$ cat src/rtl/alu_wb_stage.sv
// Registered writeback stage behind the 16-bit ALU: a 2-entry skid buffer with
// per-entry N/Z/P condition codes and the architectural CC register.
module alu_wb_stage #(
    parameter int WIDTH = 16,
    parameter int TAGW  = 3
) (
    input  logic             clk,
    input  logic             reset,
    input  logic             in_valid,
    output logic             in_ready,
    input  logic [WIDTH-1:0] in_result,
    input  logic [1:0]       in_op,
    input  logic [TAGW-1:0]  in_dest,
    input  logic             in_setcc,
    output logic             out_valid,
    input  logic             out_ready,
    output logic [WIDTH-1:0] out_result,
    output logic [TAGW-1:0]  out_dest,
    output logic [1:0]       out_op,
    output logic [2:0]       cc
);

    typedef enum logic [1:0] {
        EMPTY = 2'd0,
        ONE   = 2'd1,
        TWO   = 2'd2
    } occ_state_t;

    typedef struct packed {
        logic [WIDTH-1:0] result;
        logic [TAGW-1:0]  dest;
        logic [1:0]       op;
        logic             setcc;
        logic [2:0]       nzp;
    } entry_t;

    occ_state_t state_q, state_d;
    entry_t     head_q, slot_q, new_entry;
    logic [2:0] cc_q;
    logic       push, pop;
    logic       res_neg, res_zero;

    // Handshake depends only on registered occupancy, never on out_ready.
    assign in_ready  = (state_q != TWO);
    assign out_valid = (state_q != EMPTY);
    assign push      = in_valid & in_ready;
    assign pop       = out_valid & out_ready;

    assign res_neg  = in_result[WIDTH-1];
    assign res_zero = (in_result == '0);

    always_comb begin
        new_entry.result = in_result;
        new_entry.dest   = in_dest;
        new_entry.op     = in_op;
        new_entry.setcc  = in_setcc;
        new_entry.nzp    = {res_neg, res_zero, !res_neg && !res_zero};
    end

    always_ff @(posedge clk) begin
        if (reset) state_q <= EMPTY;
        else       state_q <= state_d;
    end

    always_comb begin
        // NOTE: default assigned first so every path drives state_d; otherwise a latch is inferred.
        state_d = state_q;
        case (state_q)
            EMPTY: if (push) state_d = ONE;
            ONE: begin
                if (push && !pop)      state_d = TWO;
                else if (pop && !push) state_d = EMPTY;
            end
            TWO:     if (pop) state_d = ONE;
            default: state_d = EMPTY;
        endcase
    end

    always_ff @(posedge clk) begin
        if (reset) begin
            // NOTE: entry storage is reset because the head drives out_* directly and must read zero.
            head_q <= '0;
            slot_q <= '0;
            cc_q   <= 3'b010;
        end else begin
            // NOTE: non-blocking so the pop of the old head and its CC use pre-edge values.
            if (pop && head_q.setcc) cc_q <= head_q.nzp;
            case (state_q)
                EMPTY: if (push) head_q <= new_entry;
                ONE: begin
                    // Simultaneous push and pop: the old head leaves, the new entry takes its place.
                    if (push && pop) head_q <= new_entry;
                    else if (push)   slot_q <= new_entry;
                end
                TWO:     if (pop) head_q <= slot_q;
                default: ;
            endcase
        end
    end

    assign out_result = head_q.result;
    assign out_dest   = head_q.dest;
    assign out_op     = head_q.op;
    assign cc         = cc_q;

endmodule

$ cat config.mk
export PLATFORM = sky130hd
export DESIGN_NAME = alu_wb_stage
export DESIGN_NICKNAME = d
export VERILOG_FILES = /design/src/rtl/alu_wb_stage.sv
export SDC_FILE = /design/constraint.sdc
export NUM_CORES = 1
export LEC_CHECK = 0
export ABC_AREA = 1
export CORE_AREA = 2 2 91 58
export CTS_CLUSTER_SIZE = 10
export DETAILED_ROUTE_END_ITERATION = 12
export DIE_AREA = 0 0 93 60
export GPL_ROUTABILITY_DRIVEN = 0
export HOLD_SLACK_MARGIN = 0.08
export PLACE_DENSITY = 0.81
export SLEW_MARGIN = 0
export SYNTH_ARGS = -nofsm -noshare
export SYNTH_HDL_FRONTEND = slang
export SYNTH_SLANG_ARGS = --single-unit
$ cat constraint.sdc
create_clock -name clk -period 4.5 [get_ports clk]
set_clock_uncertainty 0.05 [all_clocks]
set_input_delay 0.9 -clock clk [delete_from_list [all_inputs] [get_ports clk]]
set_output_delay 0.9 -clock clk [all_outputs]
set_load 0.005 [all_outputs]
==> run metrics <==
post-CTS repair timing setup buffer count=0; Power Density=448.2 nW/µm²; DR DRC count=0; max-slew violations=0; die area=5580 µm²; die width=93 µm; Detailed Route WL=5259 µm; worst r2r src=state_q[1]; post-route clock period utilization=57.92%; Util after Layout=60.89%; largest fanout on the critical path=33; Post-DRT Antenna Nets=0; core box area=4805 µm²; Pwr Total=1.311 mW; WL per Instance=11.95 µm; run status=finished, final reports clean; CTS Buffer Depth=2; unique cell type count in the Yosys netlist=20; ys flop type=dfxtp_1; reg2reg end=out_result[14]; Ports=52; DP Area=2791 µm²; dpl hpwl=3334 µm; pre-CTS WS=1.701 ns; leakage=1.280 nW; CP Capture Point=in_ready; Worst-path clk slew=0.10 ns; hold_ws=0.4078 ns; post-route worst setup slack=1.894 ns; asr flop ratio synth=0%; Crit. End Element=primary output; Mapped Nets=379; worst setup path category=register to primary output; most frequent cells in the layout=87 x nor2_1, 68 x nand2_1, 53 x o21ai_0, 53 x dfxtp_1, 51 x clkdlybuf4s50_1; Max Clk Rate=383.7 MHz; CTS tree=done; H-tree level count=2; flops & latches, synth=53; Pre-antenna DRT Iters=4; Arr. time, crit path=1.66 ns; Syn Area/Cell=6.981 µm²; Final Critical Period=2.606 ns; antenna fix cells=0; Reg2Reg Depth=7; fin area=2925 µm²; Via density=4.891; Mapped Cells=352; post-synth top area share=43.18%; pin count of the biggest net entering global routing=52; worst slew pin tran=1.261 ns; Final #Nets=400; EDFF count, synth=0; Total GRT Usage=20.32%; first-pass GRT wire length=8818 µm; WL met2=2338 µm; gr ovfl total=0; CP Data Required Time=3.55 ns; Layout Cells excl Fill=440; synthesized area=2457 µm²; Setup TNS=0 ns; most common cell after layout, fill and taps aside=nor2_1; Setup violations, final=0; worst rel slew slack=15.85%; die height=60 µm; startpoint class of the critical path=register; Post-Place Cells=432; reg2reg setup slack=2.57 ns; vias in the first global route=1881; top post-synthesis cells by area=dfxtp_1 43%, nor2_1 13%, o21ai_0 11%; max cap viols=0; met3 wire len=321 µm; CTS Hold Bufs=0; Hold Path Class=register to register; antenna violations before repair=0; register area share after synthesis=43.18%; fraction of final layout cells sized beyond drive strength 1=4.813%; Synth Warn #=0; final number of hold-violating endpoints=0; Initial Util=51.15%; post-CTS resize count=0; RSZ-0062 raised after global routing=no; Area growth syn-to-layout=19.04%; Sink Count=53; DR top layer=met4; crit path from=state_q[0]; Post-Route M1 WL=2566 µm; row count=20; Max rail drop VDD=0.0001878 V; Synth area leader=dfxtp_1; cts bufs inserted=5; clk root buf=clkbuf_8; I/O Buffers=51; DRT iter0 DRCs=89; Clock Latency Late Sink=0.31 ns; Vias=2152
==> power by group <==
part / internal, mW / switching, mW
clock: 0.221 / 0.162
combinational: 0.161 / 0.192
sequential: 0.536 / 0.0382
==> critical path, stage by stage (launching register included) <==
cell and delay [ns]:
dfxtp_1 0.40, inv_2 0.08, nand2_4 0.28, clkdlybuf4s50_1 0.58
==> layer usage <==
metal | vias up | GRT usage [%]
li1 | 1128 | -
met1 | 959 | 28.00
met2 | 61 | 31.47
met3 | 4 | 5.927
met4 | 0 | 5.672
met5 | - | 0
==> cells by family after synthesis <==
group	share of synthesized area, %
AOI/OAI and AO/OA	15.63
buffers and inverters	14.00
adders and majority gates	0.5091
DFF	43.18
and+or+nand+nor	26.68
==> area by class of cell <==
class,count,area (µm²)
Multi-Input combinational cell,241,1052
Fill cell,452,1879
Tap cell,66,82.58
Timing Repair Buffer,52,518.0
Clock inverter,3,65.06
Clock buffer,5,68.82
Sequential cell,53,1061
Inverter,20,77.57
==> synth_stat cells (3+ instances only) <==
| cell | count |
|---|---|
| clkbuf_1 | 3 |
| nor2_1 | 87 |
| dfxtp_1 | 53 |
| nand2_4 | 3 |
| buf_6 | 4 |
| inv_2 | 3 |
| o21ai_0 | 53 |
| nand2_1 | 68 |
| nand3_1 | 6 |
| buf_4 | 23 |
| o21ai_1 | 3 |
| inv_1 | 16 |
| a21oi_1 | 16 |
| buf_2 | 6 |
==> state kept, by name (all words and copies together) (netlist names) <==
name and flops:
head_q 3, state_q 2, cc 3, slot_q 24
out_op 2, out_dest 3, out_result 16
==> worst min path at each step <==
| stage | from | end | slack [ns] | cells past startpoint |
|---|---|---|---|---|
| 3_3_place_gp | slot_q[12] | slot_q[12] | 0.39 | 2 |
| 6_report | slot_q[6] | slot_q[6] | 0.41 | 2 |
| 2_1_floorplan | slot_q[12] | slot_q[12] | 0.37 | 2 |
| 4_1_cts | slot_q[4] | slot_q[4] | 0.41 | 2 |
| 3_5_place_dp | slot_q[4] | slot_q[4] | 0.39 | 2 |
| 5_1_grt | slot_q[10] | slot_q[10] | 0.44 | 2 |
Power figures use the tool's default switching activity.
